File: src/rtl/serial_link_pkg.sv
// Shared types for the serial link controller: opcodes, FSM states, opcode width.
package serial_link_pkg;

    localparam int OP_W = 2;

    typedef enum logic [OP_W-1:0] {
        OP_LOAD = 2'b00,
        OP_READ = 2'b01,
        OP_RUN  = 2'b10,
        OP_RSVD = 2'b11
    } op_e;

    typedef enum logic [2:0] {
        ST_IDLE  = 3'd0,
        ST_LOAD  = 3'd1,
        ST_READ  = 3'd2,
        ST_FLUSH = 3'd3,
        ST_RUN   = 3'd4,
        ST_RESP  = 3'd5
    } state_e;

endpackage

File: src/rtl/serial_link_shifter.sv
// Frame shift register: parallel load, MSB-first shift-out, LSB shift-in.
module serial_link_shifter
    import serial_link_pkg::*;
#(
    parameter int data_size = 64
) (
    input  logic                 clk,
    input  logic                 rst,
    input  logic                 load_en,
    input  logic [data_size-1:0] load_val,
    input  logic                 shift_en,
    input  logic                 shift_in,
    output logic [data_size-1:0] q
);

    logic [data_size-1:0] shift_d;
    logic [data_size-1:0] shift_q;

    // Next-value selection: load has priority over shift.
    always_comb begin
        shift_d = shift_q;
        if (load_en) begin
            shift_d = load_val;
        end else if (shift_en) begin
            shift_d = {shift_q[data_size-2:0], shift_in};
        end else begin
            shift_d = shift_q;
        end
    end

    // Shift register state.
    always_ff @(posedge clk) begin
        if (rst) begin
            shift_q <= {data_size{1'b0}};
        end else begin
            shift_q <= shift_d;
        end
    end

    assign q = shift_q;

endmodule

File: src/rtl/serial_link_ctrl.sv
// Host-side serial memory controller: LOAD/READ/RUN command sequencing.
// Optional RUN command is compiled in with `define SERIAL_LINK_CTRL_RUN_EN.
module serial_link_ctrl
    import serial_link_pkg::*;
#(
    parameter int data_size = 64,
    parameter int gen_width = 16
) (
    input  logic                 CLK,
    input  logic                 RESET,
    input  logic                 CMD_VALID,
    output logic                 CMD_READY,
    input  logic [OP_W-1:0]      CMD_OP,
    input  logic [data_size-1:0] CMD_DATA,
    input  logic [gen_width-1:0] CMD_GENS,
    output logic                 RSP_VALID,
    input  logic                 RSP_READY,
    output logic [data_size-1:0] RSP_DATA,
    output logic                 RSP_ERR,
    output logic                 LOAD_MODE,
    output logic                 OUTPUT_MODE,
    output logic                 RUN_MODE,
    output logic                 SERIAL_IN,
    input  logic                 MEM_SERIAL_OUT
);

    localparam int CNT_W = $clog2(data_size + 1);
    localparam logic [CNT_W-1:0] CNT_FULL = CNT_W'(data_size);
    localparam logic [CNT_W-1:0] CNT_ONE  = CNT_W'(1);

    state_e               state_d, state_q;
    logic [CNT_W-1:0]     cnt_d, cnt_q;
    logic                 load_mode_d, load_mode_q;
    logic                 output_mode_d, output_mode_q;
    logic                 serial_in_d, serial_in_q;
    logic                 cmd_ready_d, cmd_ready_q;
    logic                 rsp_valid_d, rsp_valid_q;
    logic                 rsp_err_d, rsp_err_q;
    logic [data_size-1:0] rsp_data_d, rsp_data_q;
    logic                 sh_load_s, sh_shift_s;
    logic [data_size-1:0] sh_q_s;
    op_e                  op_s;
`ifdef SERIAL_LINK_CTRL_RUN_EN
    logic [gen_width-1:0] gen_d, gen_q;
    logic                 run_mode_d, run_mode_q;
`else
    logic                 unused_gens_s;
`endif

    assign op_s = op_e'(CMD_OP);

    // Preloaded pre-shifted by one: the MSB goes straight to SERIAL_IN on accept.
    serial_link_shifter #(.data_size(data_size)) u_shifter (
        .clk      (CLK),
        .rst      (RESET),
        .load_en  (sh_load_s),
        .load_val ({CMD_DATA[data_size-2:0], 1'b0}),
        .shift_en (sh_shift_s),
        .shift_in (MEM_SERIAL_OUT),
        .q        (sh_q_s)
    );

    // Next-state and registered-output computation.
    always_comb begin
        state_d       = state_q;
        cnt_d         = cnt_q;
        load_mode_d   = 1'b0;
        output_mode_d = 1'b0;
        serial_in_d   = 1'b0;
        cmd_ready_d   = 1'b0;
        rsp_valid_d   = 1'b0;
        rsp_err_d     = rsp_err_q;
        rsp_data_d    = rsp_data_q;
        sh_load_s     = 1'b0;
        sh_shift_s    = 1'b0;
`ifdef SERIAL_LINK_CTRL_RUN_EN
        gen_d         = gen_q;
        run_mode_d    = 1'b0;
`endif
        case (state_q)
            ST_IDLE: begin
                cmd_ready_d = 1'b1;
                rsp_err_d   = 1'b0;
                rsp_data_d  = {data_size{1'b0}};
                if (CMD_VALID && cmd_ready_q) begin
                    cmd_ready_d = 1'b0;
                    case (op_s)
                        OP_LOAD: begin
                            state_d     = ST_LOAD;
                            cnt_d       = CNT_FULL;
                            load_mode_d = 1'b1;
                            serial_in_d = CMD_DATA[data_size-1];
                            sh_load_s   = 1'b1;
                        end
                        OP_READ: begin
                            state_d       = ST_READ;
                            cnt_d         = CNT_FULL;
                            output_mode_d = 1'b1;
                        end
`ifdef SERIAL_LINK_CTRL_RUN_EN
                        OP_RUN: begin
                            if (CMD_GENS == {gen_width{1'b0}}) begin
                                state_d     = ST_RESP;
                                rsp_valid_d = 1'b1;
                            end else begin
                                state_d    = ST_RUN;
                                gen_d      = CMD_GENS;
                                run_mode_d = 1'b1;
                            end
                        end
`endif
                        default: begin
                            state_d     = ST_RESP;
                            rsp_valid_d = 1'b1;
                            rsp_err_d   = 1'b1;
                        end
                    endcase
                end else begin
                    state_d = ST_IDLE;
                end
            end
            ST_LOAD: begin
                sh_shift_s = 1'b1;
                cnt_d      = cnt_q - CNT_ONE;
                if (cnt_q <= CNT_ONE) begin
                    state_d     = ST_RESP;
                    rsp_valid_d = 1'b1;
                end else begin
                    load_mode_d = 1'b1;
                    serial_in_d = sh_q_s[data_size-1];
                end
            end
            ST_READ: begin
                // Memory output lags the strobe by one edge; skip the first capture.
                sh_shift_s = (cnt_q != CNT_FULL);
                cnt_d      = cnt_q - CNT_ONE;
                if (cnt_q <= CNT_ONE) begin
                    state_d = ST_FLUSH;
                end else begin
                    output_mode_d = 1'b1;
                end
            end
            ST_FLUSH: begin
                sh_shift_s  = 1'b1;
                state_d     = ST_RESP;
                rsp_valid_d = 1'b1;
                rsp_data_d  = {sh_q_s[data_size-2:0], MEM_SERIAL_OUT};
            end
`ifdef SERIAL_LINK_CTRL_RUN_EN
            ST_RUN: begin
                gen_d = gen_q - gen_width'(1);
                if (gen_q <= gen_width'(1)) begin
                    gen_d       = {gen_width{1'b0}};
                    state_d     = ST_RESP;
                    rsp_valid_d = 1'b1;
                end else begin
                    run_mode_d = 1'b1;
                end
            end
`endif
            ST_RESP: begin
                if (RSP_READY) begin
                    state_d     = ST_IDLE;
                    cmd_ready_d = 1'b1;
                    rsp_err_d   = 1'b0;
                    rsp_data_d  = {data_size{1'b0}};
                end else begin
                    rsp_valid_d = 1'b1;
                end
            end
            default: begin
                state_d     = ST_IDLE;
                cmd_ready_d = 1'b1;
                rsp_err_d   = 1'b0;
                rsp_data_d  = {data_size{1'b0}};
            end
        endcase
    end

    // State, counters and registered outputs.
    always_ff @(posedge CLK) begin
        if (RESET) begin
            state_q       <= ST_IDLE;
            cnt_q         <= {CNT_W{1'b0}};
            load_mode_q   <= 1'b0;
            output_mode_q <= 1'b0;
            serial_in_q   <= 1'b0;
            cmd_ready_q   <= 1'b1;
            rsp_valid_q   <= 1'b0;
            rsp_err_q     <= 1'b0;
            rsp_data_q    <= {data_size{1'b0}};
`ifdef SERIAL_LINK_CTRL_RUN_EN
            gen_q         <= {gen_width{1'b0}};
            run_mode_q    <= 1'b0;
`endif
        end else begin
            state_q       <= state_d;
            cnt_q         <= cnt_d;
            load_mode_q   <= load_mode_d;
            output_mode_q <= output_mode_d;
            serial_in_q   <= serial_in_d;
            cmd_ready_q   <= cmd_ready_d;
            rsp_valid_q   <= rsp_valid_d;
            rsp_err_q     <= rsp_err_d;
            rsp_data_q    <= rsp_data_d;
`ifdef SERIAL_LINK_CTRL_RUN_EN
            gen_q         <= gen_d;
            run_mode_q    <= run_mode_d;
`endif
        end
    end

    assign CMD_READY   = cmd_ready_q;
    assign RSP_VALID   = rsp_valid_q;
    assign RSP_ERR     = rsp_err_q;
    assign RSP_DATA    = rsp_data_q;
    assign LOAD_MODE   = load_mode_q;
    assign OUTPUT_MODE = output_mode_q;
    assign SERIAL_IN   = serial_in_q;
`ifdef SERIAL_LINK_CTRL_RUN_EN
    assign RUN_MODE    = run_mode_q;
`else
    assign RUN_MODE      = 1'b0;
    assign unused_gens_s = ^CMD_GENS;
`endif

endmodule

File: config.mk
export PLATFORM = sky130hd
export DESIGN_NAME = serial_link_ctrl
export DESIGN_NICKNAME = d
export VERILOG_FILES = /design/src/rtl/serial_link_pkg.sv /design/src/rtl/serial_link_shifter.sv /design/src/rtl/serial_link_ctrl.sv
export SDC_FILE = /design/constraint.sdc
export NUM_CORES = 1
export LEC_CHECK = 0
export BUFFER_PORTS_ARGS = -buffer_cell sky130_fd_sc_hd__clkbuf_2
export CELL_PAD_IN_SITES_DETAIL_PLACEMENT = 0
export CELL_PAD_IN_SITES_GLOBAL_PLACEMENT = 2
export CORE_ASPECT_RATIO = 0.5
export CORE_MARGIN = 5
export CORE_UTILIZATION = 31
export CTS_CLUSTER_DIAMETER = 200
export DETAILED_ROUTE_END_ITERATION = 8
export GPL_ROUTABILITY_DRIVEN = 0
export PLACE_DENSITY_LB_ADDON = 0.1
export SYNTH_ARGS = -nofsm -noshare
export SYNTH_HDL_FRONTEND = slang
export SYNTH_SLANG_ARGS = --single-unit
File: constraint.sdc
create_clock -name CLK -period 2.2 [get_ports CLK]
set_input_delay 0.11 -clock CLK [delete_from_list [all_inputs] [get_ports CLK]]
set_output_delay 0.11 -clock CLK [all_outputs]
set_load 0.03 [all_outputs]
==> results of run 1 <==
-- what timing repair did --
item	in CTS	in global routing
hold buffers	65	0
setup buffers	0	3
endpoints found under the hold margin	65	0
setup endpoints to repair	0	31
gates resized for setup	0	0
-- final timing paths --
check             slack [ns]  depth (start not counted)             startpoint                      endpoint
hold reg to reg         0.49                          2   RSP_ERR$_SDFFE_PP0P_          RSP_ERR$_SDFFE_PP0P_
setup reg to reg        0.15                          7  cnt_q[0]$_SDFFE_PP0P_  u_shifter.q[34]$_SDFFE_PP0P_
hold / removal          0.06                          5              RSP_READY          CMD_READY$_SDFF_PP1_
setup / recovery        0.15                          7  cnt_q[0]$_SDFFE_PP0P_  u_shifter.q[34]$_SDFFE_PP0P_
-- sequential cells by signal, summed over array words and instances, names as in the netlist --
name         flops
state_q          3
OUTPUT_MODE      1
CMD_READY        1
LOAD_MODE        1
RSP_VALID        1
RSP_ERR          1
cnt_q            7
u_shifter.q     64
RSP_DATA        64
SERIAL_IN        1
-- layout by cell type, fill, tap and decap left out, drive strengths merged, types with 3 or more instances in the layout --
master       Yosys  layout
a2111oi          3       3
a21oi            8       8
a221o           60      60
a22oi           65      65
a31oi            3       3
and2            60      60
buf             16      23
bufinv           0       5
clkbuf          31     160
clkinvlp         0       3
dfxtp          144     144
dlygate4sd3      0      65
inv              7       7
nand2            7       7
nand3            4       4
nor2            81      81
nor3            10      10
o211ai           4       4
o21ai            6       6
or2              3       3
or3              4       4
xor2             3       3
-- Yosys cell counts, drive strengths merged, types with 4 or more instances --
master  number
a21oi        8
a221o       60
a22oi       65
and2        60
buf         16
clkbuf      31
dfxtp      144
inv          7
nand2        7
nand3        4
nor2        81
nor3        10
o211ai       4
o21ai        6
or3          4
-- area by class of cell --
cell class | instances | area [um^2] | share of cell area [%]
flip-flops and latches | 144 | 2880 | 36.7
multi-input cells | 344 | 2360 | 30.1
repair buffers | 227 | 1630 | 20.8
clock buffers | 21 | 470 | 6.00
well taps | 234 | 293 | 3.73
clock inverters | 9 | 181 | 2.31
inverters | 7 | 26.3 | 0.335
-- power groups by stage --
stage / clock, W / sequential, W / combinational [W]
floorplan: 0 / 0.00302 / 0.000882
global placement: 0 / 0.00302 / 0.00148
detailed placement: 0 / 0.00302 / 0.00149
CTS: 0.00331 / 0.00297 / 0.00159
global route: 0.00342 / 0.00300 / 0.00179
finish: 0.00322 / 0.00297 / 0.00161
-- routing by layer --
metal	vias to the layer above	GRT usage, %	share of wire (%)
met5	-	0	0
met4	0	4.08	0.96
met3	13	4.14	4.7
met2	99	26.1	46
met1	2378	22.2	49
li1	2391	-	-
-- through the flow --
step           util, %  instances  hold slack (ns)  setup slack (ns)
4_1_cts           44.9        983           0.0355            0.0340
3_3_place_gp      37.4        888            0.335             0.113
6_report          45.2        986           0.0621             0.153
2_1_floorplan        -        542            0.240             0.342
3_5_place_dp      37.4        888            0.338            0.0531
5_1_grt           45.2        986           0.0713            0.0294
-- logic make-up after synthesis --
logic type	Yosys count
simple gates	178
compound gates	157
flops	144
buf+inv	54
xor+xnor	4
fa+ha+maj	2
mux	2
other cells	1
-- critical path, cell delays in order (launching register included) --
cell,delay [ns]
dfxtp_1,0.42
inv_1,0.07
ha_1,0.23
buf_4,0.16
a311oi_4,0.52
buf_12,0.30
and2_1,0.16
a221o_1,0.10
==> impl_metrics.ini, run 1 <==
[synthesis]
synth_ff_type = dfxtp_1
syn_nets = 631
synth_cell_type_count = 44
synthesis.area_mm2 = 0.00548
ys_seq_area_share_pct = 52.6
async_flop_share_pct = 0
ys.warnings.count = 0
synth.avg_cell_area_um2 = 10.1
yosys.area_share.simple_pct = 17.2
synth.area.mux_share_pct = 0.388
synth-compound-area-share_pct = 23.9
synth-edff-count = 0
synth_xor_area_share_pct = 0.639
synthesis.instances = 542
synth_top_family_by_area = compound AO/OA/AOI/OAI gates
ys_seq_elements = 144
synthAdderAreaFrac_pct = 0.457
netlist.area_leader.share_pct = 52.6
yosys.area.top_type = dfxtp_1
synth.area.top_cells = dfxtp_1 (53%), a221o_1 (11%), a22oi_1 (8.9%)

[drt]
wirelength_um = 16700
drc = 0
dr.pass1.iters = 4
detail-route-antenna-nets = 0
drtIter0Drc = 201
vias = 4881
via_per_inst = 4.95
drt-wirelength-per-cell_um = 16.9

[clocking]
worstSkewPairLatency_ns = 0.41
cts.sinks = 144
clock-root-buffer = clkbuf_16
cts.path.max_buffers = 2
tritoncts = built
path_clk_slew_ns = 0.06
numCtsBuffers = 17
htree_levels = 4

[timing]
tightestPinTransition_ns = 0.692
clock.fmax_mhz = 489
period_needed_ns = 2.05
relSlewSlack_pct = 53.9
rsz0062_at_grt = false
setup_viol = 0
tns_ns = 0
fin_skew_ns = 0.00986
fin_crit_sh_pct = 93.0
finalHoldViolations = 0
slew_violations = 0

[placement]
place.port_buffers = 140
hpwl_um = 10900
dpl-instance-area_mm2 = 0.00649

[layout]
final_area_mm2 = 0.00785
nets = 830
diodes = 0
layout-drive-gt1-share_pct = 27.3
fillers = 1689
area_growth_pct = 43.2

[floorplan]
die_y_um = 104
die_area_mm2 = 0.0206
rows = 34
core-area_mm2 = 0.0174
die_w_um = 198
start_util_pct = 31.6
ios = 158

[hold_path]
min_path_type = primary input to register

[power]
p_total_w = 0.00780
power.leakage_nw = 3.28
power_switching_w = 0.00220
clkPwrFrac_pct = 41.3
swShare_pct = 28.2
internal-power_w = 0.00560
power_density_mw_per_mm2 = 995
peakVddDrop_mv = 0.547
p_comb_share_pct = 20.7
seqPwrFrac_pct = 38.0

[global_routing]
grt_max_degree = 53
grt_remaining_overflow = 0
antenna_found_initial = 0
grt_usage_pct = 16.4
grt_pass1_vias = 5048
grt_pass1_wl_um = 27100

[run]
max_cap_viol_count = 0

[worst_setup_path]
required_ns = 2.55
criticalPathCategory = register to register
critPathCaptureType = register
cp_max_fo = 52
start_kind = register
crit_arrival_ns = 2.40

[run_status]
status = completed
(Power assumes the default switching activity.)
==> inputs of run 2 (changes only) <==
PLACE_DENSITY = 0.89   (was default)
PLACE_DENSITY_LB_ADDON = default   (was 0.1)
==> run 2 against run 1 <==
  * Clock power decreased by 3%
  * Non-clock buffer count shrank 4
  * Fmax grew 3.5%
  * Sequential share of layout area is 0.47 points higher
  * Cell count shrank 0.20%
  * Setup slack better by 0.070 ns
  * Total power decreased by 2.7%
  * Largest power group unchanged
==> impl_metrics.ini, run 2 (synthesized netlist as in run 1, its figures left out) <==
[run_status]
status = completed

[drt]
via_per_inst = 4.99
drtIter0Drc = 293
dr.pass1.iters = 4
wirelength_um = 16400
drc = 0
vias = 4914
drt-wirelength-per-cell_um = 16.6
detail-route-antenna-nets = 0

[worst_setup_path]
slowest_delay_ns = 0.56
crit_slowest_cell = or4_4
crit_arrival_ns = 2.32
path_cells = or3_4 -> or4_4 -> nor2_8 -> buf_12 -> a221o_1
criticalPathCategory = register to register
cp_max_fo = 31
critPathCaptureType = register
required_ns = 2.55
cp_top_family = simple AND/OR/NAND/NOR gates
critical_path_buf_inv_count = 1
start_kind = register

[timing]
fin_skew_ns = 0.00928
setup_viol = 0
period_needed_ns = 1.98
fin_crit_sh_pct = 89.9
relSlewSlack_pct = 53.6
tns_ns = 0
worst_slack_ns = 0.223
tightestPinTransition_ns = 0.696
rsz0062_at_grt = false
clock.fmax_mhz = 506
slew_violations = 0
finalHoldViolations = 0

[power]
seqPwrFrac_pct = 39.1
power_density_mw_per_mm2 = 981
internal-power_w = 0.00534
p_comb_share_pct = 19.9
power_switching_w = 0.00225
clkPwrFrac_pct = 41.0
peakVddDrop_mv = 0.459
swShare_pct = 29.7
power.leakage_nw = 3.24

[floorplan]
start_util_pct = 31.6
die_area_mm2 = 0.0206
ios = 158
core-area_mm2 = 0.0174
die_y_um = 104
die_w_um = 198
rows = 34

[hold_path]
min_path_type = primary input to register

[clocking]
numCtsBuffers = 17
cts.sinks = 144
post_cts_buffers = 0
htree_levels = 4
postCtsHoldBufs = 65
post_cts_resized = 0
path_clk_slew_ns = 0.06
worstSkewPairLatency_ns = 0.41
tritoncts = built
clock-root-buffer = clkbuf_16
cts.path.max_buffers = 2

[global_routing]
grt_usage_pct = 16.2
grt_max_degree = 59
antenna_found_initial = 1
grt_pass1_wl_um = 27000
grt_pass1_vias = 5170
grt_remaining_overflow = 0

[layout]
nets = 826
layout_commonest_cell = dfxtp_1
layout_common_cells = dfxtp_1 (144), clkbuf_2 (139), nor2_1 (80)
layout-drive-gt1-share_pct = 27.1
area_growth_pct = 41.4

[placement]
place.port_buffers = 140
pre_cts_ws_ns = 0.242
hpwl_um = 10300

[run]
max_cap_viol_count = 0
[run 2: layer usage]
metal | track usage (%) | vias up | part of all wire (%)
li1 | - | 2390 | -
met4 | 4.81 | 0 | 1.4
met5 | 0 | - | 0
met2 | 28.0 | 110 | 50
met1 | 20.1 | 2398 | 45
met3 | 3.72 | 16 | 3.8
[run 2: worst paths after layout]
path                                                     end  cells after the start                    start  slack (ns)
worst max-delay path            u_shifter.q[42]$_SDFFE_PP0P_                      5  state_q[0]$_SDFFE_PP0P_        0.22
worst min-delay path                    RSP_ERR$_SDFFE_PP0P_                      4                RSP_READY        0.08
worst max register to register  u_shifter.q[42]$_SDFFE_PP0P_                      5  state_q[0]$_SDFFE_PP0P_        0.22
worst min register to register          RSP_ERR$_SDFFE_PP0P_                      2     RSP_ERR$_SDFFE_PP0P_        0.48
[run 2: worst reg2reg max path, delay by kind of cell, from the launching register on]
family | cells | cell delay, ns
compound gates | 1 | 0.19
buf+inv | 1 | 0.22
flops | 1 | 0.34
simple gates | 3 | 1.17
[run 2: layout make-up]
type                            count  area, um^2
Fill cell                        1687        9610
Sequential cell                   144        2880
Multi-Input combinational cell    344        2360
Timing Repair Buffer              223        1550
Clock buffer                       17         425
Tap cell                          234         293
Clock inverter                     14         205
Inverter                            7        26.3
Antenna cell                        1        2.50
[run 2: power by group through the flow]
stage	logic, W	registers (W)	clock network [W]
6_report	0.00151	0.00297	0.00311
5_1_grt	0.00165	0.00300	0.00333
4_1_cts	0.00152	0.00297	0.00319
3_5_place_dp	0.00141	0.00302	0
3_3_place_gp	0.00140	0.00302	0
2_1_floorplan	0.000882	0.00302	0
[run 2: per-stage QoR]
step	total power [W]	hold slack (ns)	cells	area (um^2)	util (%)
6_report	0.00760	0.0757	984	7750	44.6
3_5_place_dp	0.00444	0.337	887	6460	37.2
2_1_floorplan	0.00391	0.240	542	5480	-
3_3_place_gp	0.00442	0.334	887	6460	37.2
5_1_grt	0.00798	0.0764	984	7750	44.6
4_1_cts	0.00768	0.0548	983	7740	44.6
